**src/rtl/call_ret_seq.sv**
```systemverilog
// call_ret_seq: bit-serial return-stack call/return sequencer; define CALL_STACK_WRAP_EN to let full-stack calls overwrite the oldest entry
module call_ret_seq #(
  parameter int PC_W  = 4,
  parameter int DEPTH = 4
) (
  input  logic            clk,
  input  logic            rst,
  input  logic            call,
  input  logic            ret_req,
  input  logic [PC_W-1:0] pc_in,
  input  logic            flag_clr,
  output logic            busy,
  output logic            done,
  output logic [PC_W-1:0] pc_out,
  output logic            pc_valid,
  output logic            ovf,
  output logic            unf,
  output logic            stk_in,
  output logic            stk_push,
  output logic            stk_pop,
  input  logic            stk_bit
);
  localparam int KW = $clog2(2 * PC_W);
  localparam int LW = $clog2(DEPTH + 1);
  localparam logic [KW-1:0] K_LAST = KW'(2 * PC_W - 1);
  localparam logic [LW-1:0] L_MAX = LW'(DEPTH);
`ifdef CALL_STACK_WRAP_EN
  localparam bit WRAP = 1'b1;
`else
  localparam bit WRAP = 1'b0;
`endif
  typedef enum logic [1:0] {IDLE, PUSH, POP, DONE} state_t;
  state_t state_q, state_d;
  logic [KW-1:0] k_q, k_d;
  logic [LW-1:0] lvl_q, lvl_d;
  logic [PC_W-1:0] pc_lat_q, pc_lat_d, shift_q, shift_d, pc_out_q, pc_out_d;
  logic busy_q, busy_d, done_q, done_d, pc_valid_q, pc_valid_d;
  logic ovf_q, ovf_d, unf_q, unf_d;
  logic stk_in_q, stk_in_d, stk_push_q, stk_push_d, stk_pop_q, stk_pop_d;
  logic set_ovf, set_unf, full;
  logic [KW-2:0] pidx, half_d;
  assign full   = lvl_q == L_MAX;
  assign pidx   = (KW-1)'(PC_W - 1) - k_q[KW-1:1];
  assign half_d = k_d[KW-1:1];
  // Next-state logic; strobes and status are derived from the next state so every output is a flop
  always_comb begin
    state_d    = state_q;
    k_d        = k_q;
    lvl_d      = lvl_q;
    pc_lat_d   = pc_lat_q;
    shift_d    = shift_q;
    pc_out_d   = pc_out_q;
    pc_valid_d = 1'b0;
    set_ovf    = 1'b0;
    set_unf    = 1'b0;
    if (state_q == IDLE || state_q == DONE) begin
      state_d = IDLE;
      k_d     = '0;
      if (call) begin
        set_ovf  = full;
        state_d  = (!full || WRAP) ? PUSH : DONE;
        pc_lat_d = (!full || WRAP) ? pc_in : pc_lat_q;
      end else if (ret_req) begin
        set_unf = lvl_q == '0;
        state_d = set_unf ? DONE : POP;
      end
    end else begin
      k_d = k_q + 1'b1;
      if (state_q == POP && k_q[0]) shift_d[pidx] = stk_bit;
      if (k_q == K_LAST) begin
        state_d = DONE;
        k_d     = '0;
        if (state_q == PUSH) begin
          lvl_d = full ? lvl_q : lvl_q + 1'b1;
        end else begin
          lvl_d      = lvl_q - 1'b1;
          pc_out_d   = shift_d;
          pc_valid_d = 1'b1;
        end
      end
    end
    busy_d     = state_d == PUSH || state_d == POP;
    done_d     = state_d == DONE;
    stk_push_d = state_d == PUSH && !k_d[0];
    stk_pop_d  = state_d == POP && !k_d[0];
    stk_in_d   = stk_push_d ? pc_lat_d[half_d] : stk_in_q;
    ovf_d      = set_ovf | (ovf_q & ~flag_clr);
    unf_d      = set_unf | (unf_q & ~flag_clr);
  end
  // State and registered outputs with synchronous reset
  always_ff @(posedge clk) begin
    if (rst) begin
      state_q    <= IDLE;
      k_q        <= '0;
      lvl_q      <= '0;
      pc_lat_q   <= '0;
      shift_q    <= '0;
      pc_out_q   <= '0;
      busy_q     <= 1'b0;
      done_q     <= 1'b0;
      pc_valid_q <= 1'b0;
      ovf_q      <= 1'b0;
      unf_q      <= 1'b0;
      stk_in_q   <= 1'b0;
      stk_push_q <= 1'b0;
      stk_pop_q  <= 1'b0;
    end else begin
      state_q    <= state_d;
      k_q        <= k_d;
      lvl_q      <= lvl_d;
      pc_lat_q   <= pc_lat_d;
      shift_q    <= shift_d;
      pc_out_q   <= pc_out_d;
      busy_q     <= busy_d;
      done_q     <= done_d;
      pc_valid_q <= pc_valid_d;
      ovf_q      <= ovf_d;
      unf_q      <= unf_d;
      stk_in_q   <= stk_in_d;
      stk_push_q <= stk_push_d;
      stk_pop_q  <= stk_pop_d;
    end
  end
  assign busy     = busy_q;
  assign done     = done_q;
  assign pc_out   = pc_out_q;
  assign pc_valid = pc_valid_q;
  assign ovf      = ovf_q;
  assign unf      = unf_q;
  assign stk_in   = stk_in_q;
  assign stk_push = stk_push_q;
  assign stk_pop  = stk_pop_q;
endmodule

```
**config.mk**
```make
export PLATFORM = sky130hd
export DESIGN_NAME = call_ret_seq
export DESIGN_NICKNAME = d
export VERILOG_FILES = /design/src/rtl/call_ret_seq.sv
export SDC_FILE = /design/constraint.sdc
export NUM_CORES = 1
export LEC_CHECK = 0
export CAP_MARGIN = 20
export CORE_MARGIN = 5
export CORE_UTILIZATION = 40
export DETAILED_ROUTE_END_ITERATION = 8
export HOLD_SLACK_MARGIN = 0.06
export PLACE_DENSITY = 0.72
export SLEW_MARGIN = 25
export SYNTH_ARGS = -nofsm -noshare
export SYNTH_HDL_FRONTEND = slang
export SYNTH_SLANG_ARGS = --single-unit
```
**constraint.sdc**
```tcl
create_clock -name clk -period 3 [get_ports clk]
set_input_delay 0.6 -clock clk [delete_from_list [all_inputs] [get_ports clk]]
set_output_delay 0.6 -clock clk [all_outputs]
set_load 0.05 [all_outputs]
```
==> results.yml, run 1 <==
placed_design:
  numPortBuffers: 21
  placed_cell_area_mm2: 0.00162
  gp_congestion: 0.767
  dpl.hpwl_mm: 1.88
global_route:
  grt_pass1_vias: 983
  groute.usage.overall_pct: 10.8
  grt-ovfl-total: 0
  grt_max_degree: 19
  grt_pass1_wl_mm: 4.37
  antenna_found_initial: 0
pwr:
  power_density_mw_per_mm2: 728
  p_comb_share_pct: 45.5
  ir_drop_v: 0.000276
  intPower_uw: 714
  p_leak_nw: 0.631
  seqPwrFrac_pct: 39.2
  p_switching_uw: 492
  clock_power_share_pct: 15.2
  p_sw_share_pct: 40.8
clock_network:
  clk_latency_ns: 0.33
  clk_path_buf_depth: 2
  cts_tree: "built"
  post-cts-setup-buffers: 0
  h-tree-depth: 1
  cts_root_buffer: "clkbuf_4"
  cts_buffers: 3
  cts_hold_buf: 0
  cts.sink_count: 28
  clkTransAtPathRegs_ns: 0.15
  cts_resized: 0
synth:
  syn_nets: 167
  avgSynthCellArea_um2: 9.49
  synth_cell_type_count: 39
  postSynthCellCount: 147
  synthesis.area_mm2: 0.00140
  synth_top_area_share_pct: 40.2
  seq_area_frac_synth_pct: 40.2
  yosysWarnings: 0
  synth_area_leaders: "dfxtp_1 40%, ha_1 8.1%, mux2i_1 7.2%"
  ys_ff_latch: 28
  synth_largest_area_cell: "dfxtp_1"
timing:
  rsz0062_at_grt: "no"
  tightest_slew_ns: 0.601
  finalSetupTns_ns: 0
  drv_slew: 0
  relSlewSlack_pct: 59.7
  min_period_ns: 2.20
  fin_crit_sh_pct: 73.2
  max_freq_mhz: 455
  finalHoldViolCount: 0
  setup_viol: 0
  fin_worst_skew_ns: 0.00633
setup_path:
  worst-setup-path-type: "in -> reg"
  r2r_start: "state_q[0]"
  startpoint: "ret_req"
  cp_max_fo: 3
  crit_required_ns: 3.28
  cp_common_cell: "inv_1"
  crit-reg2reg-capture: "stk_in"
  ff2ff_path_depth: 9
  start_kind: "primary input"
  slowest_stage: "clkdlybuf4s50_1"
  regToRegSetupSlack_ns: 0.82
  end_kind: "flip-flop"
  cp_top_family: "simple AND/OR/NAND/NOR gates"
  critPathBufInv: 3
  arrival_ns: 2.47
  max_stage_delay_ns: 0.49
  crit_chain: "clkdlybuf4s50_1 -> nor4b_1 -> o32ai_2 -> inv_1 -> ha_1 -> inv_1 -> nor3_1 -> nand3_1 -> o21ai_1"
worst_hold_path:
  min_path_cells: 2
  hold_path_class: "reg -> reg"
  holdPathEnd: "pc_lat_q[3]"
  holdCritStartpoint: "pc_lat_q[3]"
detailed_routing:
  ant_nets: 0
  wirelength_mm: 2.43
  vias: 1032
  first_pass_iters: 4
  via_per_inst: 4.89
  wl_per_cell_um: 11.5
  dr.first_iter.drc_count: 21
  drc: 0
job:
  cap_violations: 0
layout:
  diodes: 0
  final_area_mm2: 0.00166
  final_layout_size_suffix_gt1_share_pct: 10.3
  synthToLayoutAreaGrowth_pct: 18.7
  final_nets: 186
  final_common_cell: "dfxtp_1"
  final_cell_mix: "28 x dfxtp_1, 21 x clkdlybuf4s50_1, 17 x nor2_1"
  fillers: 334
die:
  die_w_um: 69.1
  dieArea_mm2: 0.00477
  fp.coreArea_mm2: 0.00336
  start_util_pct: 41.5
  io_pins: 22
  num_rows: 21
  die_h_um: 69.1
run_status:
  status: "complete, no violations"
## through the flow
| stage | util, % | hold slack (ns) | setup slack, ns | std cells | power [mW] |
|---|---|---|---|---|---|
| floorplan | - | 0.453 | 1.08 | 147 | 0.931 |
| global placement | 48.2 | 0.468 | 0.575 | 207 | 1.03 |
| detailed placement | 48.2 | 0.473 | 0.483 | 207 | 1.04 |
| CTS | 49.3 | 0.492 | 0.821 | 211 | 1.22 |
| global route | 49.3 | 0.530 | 0.627 | 211 | 1.30 |
| finish | 49.3 | 0.491 | 0.804 | 211 | 1.21 |
## synthesized netlist by cell type (all sizes together)
master,n
a32oi,2
and2,2
nor4b,4
a21oi,8
o21ai,7
clkbuf,2
nor4,2
buf,6
nand2b,4
nand2,11
dfxtp,28
nor3,3
o32ai,1
and2b,1
mux2i,10
fa,1
a22o,1
xnor2,2
xor2,1
nor3b,4
ha,9
nand3,3
nor2b,2
a211oi,5
nor2,18
inv,8
nand4,1
and4b,1
## power groups by stage
| stage | Clock [mW] | Sequential (mW) | Combinational [mW] |
|---|---|---|---|
| after floorplan | 0 | 0.556 | 0.374 |
| after global placement | 0 | 0.480 | 0.547 |
| after detailed placement | 0 | 0.482 | 0.556 |
| after CTS | 0.188 | 0.473 | 0.557 |
| after global routing | 0.207 | 0.481 | 0.614 |
| final | 0.184 | 0.473 | 0.549 |
## worst max-delay path by stage
stage	endpoint	slack [ns]	depth (start not counted)
after floorplan	stk_in	1.08	11
after global placement	stk_in	0.57	9
after detailed placement	stk_in	0.48	9
after CTS	stk_in	0.82	9
after global routing	stk_in	0.63	9
final	stk_in	0.80	9
## per-layer routing
layer  track usage [%]  part of all wire, %
met3              2.62                  3.9
met4              3.90                  1.6
met5                 0                    0
met1              14.1                   48
met2              17.1                   46
## area by class of cell
cell class	count	area, um2	area share, %
clock buffer	4	36.3	2.19
inverter	8	30.0	1.81
multi-input combinational	103	754	45.5
sequential	28	561	33.8
tap	46	57.6	3.47
timing repair buffer	22	218	13.1
## flip-flops by register name (all words and copies together), names as in the netlist, 2 cells and up
name and count:
k_q 3, pc_out 4, lvl_q 3, pc_lat_q 4
shift_q 4, state_q 2
## tightest hold or removal path, cell delays in order, from the launching register on
cell     delay, ns
dfxtp_1       0.33
o21ai_0       0.07
a21oi_1       0.06
## logic make-up (layout without fill, tap and decap cells)
logic type / after synthesis / in the layout / share of synthesized area [%]
and+or+nand+nor: 56 / 56 / 23.1
DFF: 28 / 28 / 40.2
AOI/OAI and AO/OA: 24 / 24 / 12.5
buffers and inverters: 16 / 34 / 5.74
adders and majority gates: 10 / 10 / 9.51
muxes: 10 / 10 / 7.18
xor gates and xnor gates: 3 / 3 / 1.88
Power figures use the tool's default switching activity.
==> run 2: changes to the inputs <==
==> constraint.sdc (replaced) <==
create_clock -name clk -period 2.2 [get_ports clk]
set_input_delay 0.44 -clock clk [delete_from_list [all_inputs] [get_ports clk]]
set_output_delay 0.44 -clock clk [all_outputs]
set_load 0.05 [all_outputs]
==> results.yml, run 2 (synthesis gave the netlist of run 1 again) <==
layout:
  final_cell_mix: "28 x dfxtp_1, 21 x clkdlybuf4s50_1, 17 x nor2_1"
  diodes: 0
  instances_no_fill: 218
  post-route-util_pct: 50.9
  synthToLayoutAreaGrowth_pct: 22.7
  final_nets: 193
  final_area_mm2: 0.00171
  final_layout_size_suffix_gt1_share_pct: 14.5
  final_common_cell: "dfxtp_1"
placed_design:
  numPortBuffers: 21
  placed_cell_area_mm2: 0.00167
  dp.cells: 214
  gp_congestion: 0.777
  pre_cts_slack_ns: -0.0684
  dpl.hpwl_mm: 1.99
timing:
  fin_crit_sh_pct: 89.8
  hold_ws_ns: 0.510
  finalHoldViolCount: 0
  max_freq_mhz: 506
  finalSetupTns_ns: 0
  rsz0062_at_grt: "no"
  finalWorstSetupSlack_ns: 0.224
  drv_slew: 0
  fin_worst_skew_ns: 0.00737
  min_period_ns: 1.98
  relSlewSlack_pct: 66.5
  setup_viol: 0
  tightest_slew_ns: 0.502
clock_network:
  cts_buffers: 3
  h-tree-depth: 1
  cts.sink_count: 28
  clk_path_buf_depth: 2
  post-cts-setup-buffers: 0
  cts_root_buffer: "clkbuf_4"
  cts_tree: "built"
  clk_latency_ns: 0.33
  clkTransAtPathRegs_ns: 0.15
setup_path:
  worst-setup-path-type: "reg -> reg"
  critPathBufInv: 1
  end_kind: "flip-flop"
  crit_chain: "ha_1 -> ha_1 -> nor2_1 -> a22o_1 -> ha_1 -> inv_1 -> nor3_1 -> nand3_1 -> o21ai_1"
  arrival_ns: 2.25
  start_kind: "flip-flop"
  max_stage_delay_ns: 0.42
  cp_common_cell: "ha_1"
  cp_max_fo: 9
  crit_required_ns: 2.47
  cp_top_family: "adder cells"
  slowest_stage: "dfxtp_1"
detailed_routing:
  ant_nets: 0
  wirelength_mm: 2.60
  drc: 0
  vias: 1073
  via_per_inst: 4.92
  wl_per_cell_um: 11.9
  dr.first_iter.drc_count: 42
  first_pass_iters: 6
pwr:
  clock_power_share_pct: 14.3
  intPower_mw: 1.05
  p_leak_nw: 0.664
  finalPower_mw: 1.75
  p_comb_share_pct: 48.6
  seqPwrFrac_pct: 37.0
  power_density_mw_per_mm2: 1020
  p_switching_uw: 699
  ir_drop_v: 0.000384
  p_sw_share_pct: 40.0
worst_hold_path:
  hold_path_class: "reg -> reg"
run_status:
  status: "complete, no violations"
die:
  fp.coreArea_mm2: 0.00336
  dieArea_mm2: 0.00477
  start_util_pct: 41.5
  num_rows: 21
  io_pins: 22
  die_w_um: 69.1
  die_h_um: 69.1
global_route:
  grt_pass1_wl_mm: 4.53
  grt_max_degree: 16
  antenna_found_initial: 0
  groute.usage.overall_pct: 11.3
  grt_pass1_vias: 1030
  grt-ovfl-total: 0
job:
  cap_violations: 0
-- run 2: cell types whose count changed in the layout (fill, tap and decap cells not counted) --
| cell | change |
|---|---|
| buf_4 | +7 |
| ha_2 | +1 |
| ha_1 | -1 |
-- run 2: power by group through the flow --
stage / registers (mW) / clock network (mW) / logic [mW]
4_1_cts: 0.646 / 0.264 / 0.844
3_3_place_gp: 0.655 / 0 / 0.821
2_1_floorplan: 0.758 / 0 / 0.511
6_report: 0.647 / 0.250 / 0.848
3_5_place_dp: 0.657 / 0 / 0.843
5_1_grt: 0.658 / 0.281 / 0.943
-- run 2: final timing paths --
path / start / endpoint / slack (ns) / cells past startpoint
worst max-delay path: k_q[1] / stk_in / 0.22 / 9
worst min-delay path: unf / unf / 0.51 / 2
worst max register to register: k_q[1] / stk_in / 0.22 / 9
worst min register to register: unf / unf / 0.51 / 2
-- run 2: metal layers --
layer	share of wire (%)	vias to the layer above	global-route usage [%]	wire length [um]
li1	-	552	-	-
met1	47	497	13.8	1230
met2	48	20	18.8	1250
met3	4.0	4	2.62	105
met4	0.85	0	4.77	22
met5	0	-	0	0
-- run 2: final cells by class --
type / count / area [um2]
fillers: 325 / 1650
multi-input cells: 103 / 757
flip-flops and latches: 28 / 561
repair buffers: 29 / 270
well taps: 46 / 57.6
clock buffers: 4 / 36.3
inverters: 8 / 30.0
-- run 2: what timing repair did --
action	in CTS	in global routing
gates resized for setup	0	1
hold buffers	0	0
endpoints found under the setup margin	0	1
-- run 2: worst min-delay path, delay by kind of cell (launching register included) --
kind / cells / cell delay (ns)
AND/OR/NAND/NOR: 1 / 0.07
AO/OA/AOI/OAI: 1 / 0.06
flip-flops: 1 / 0.36
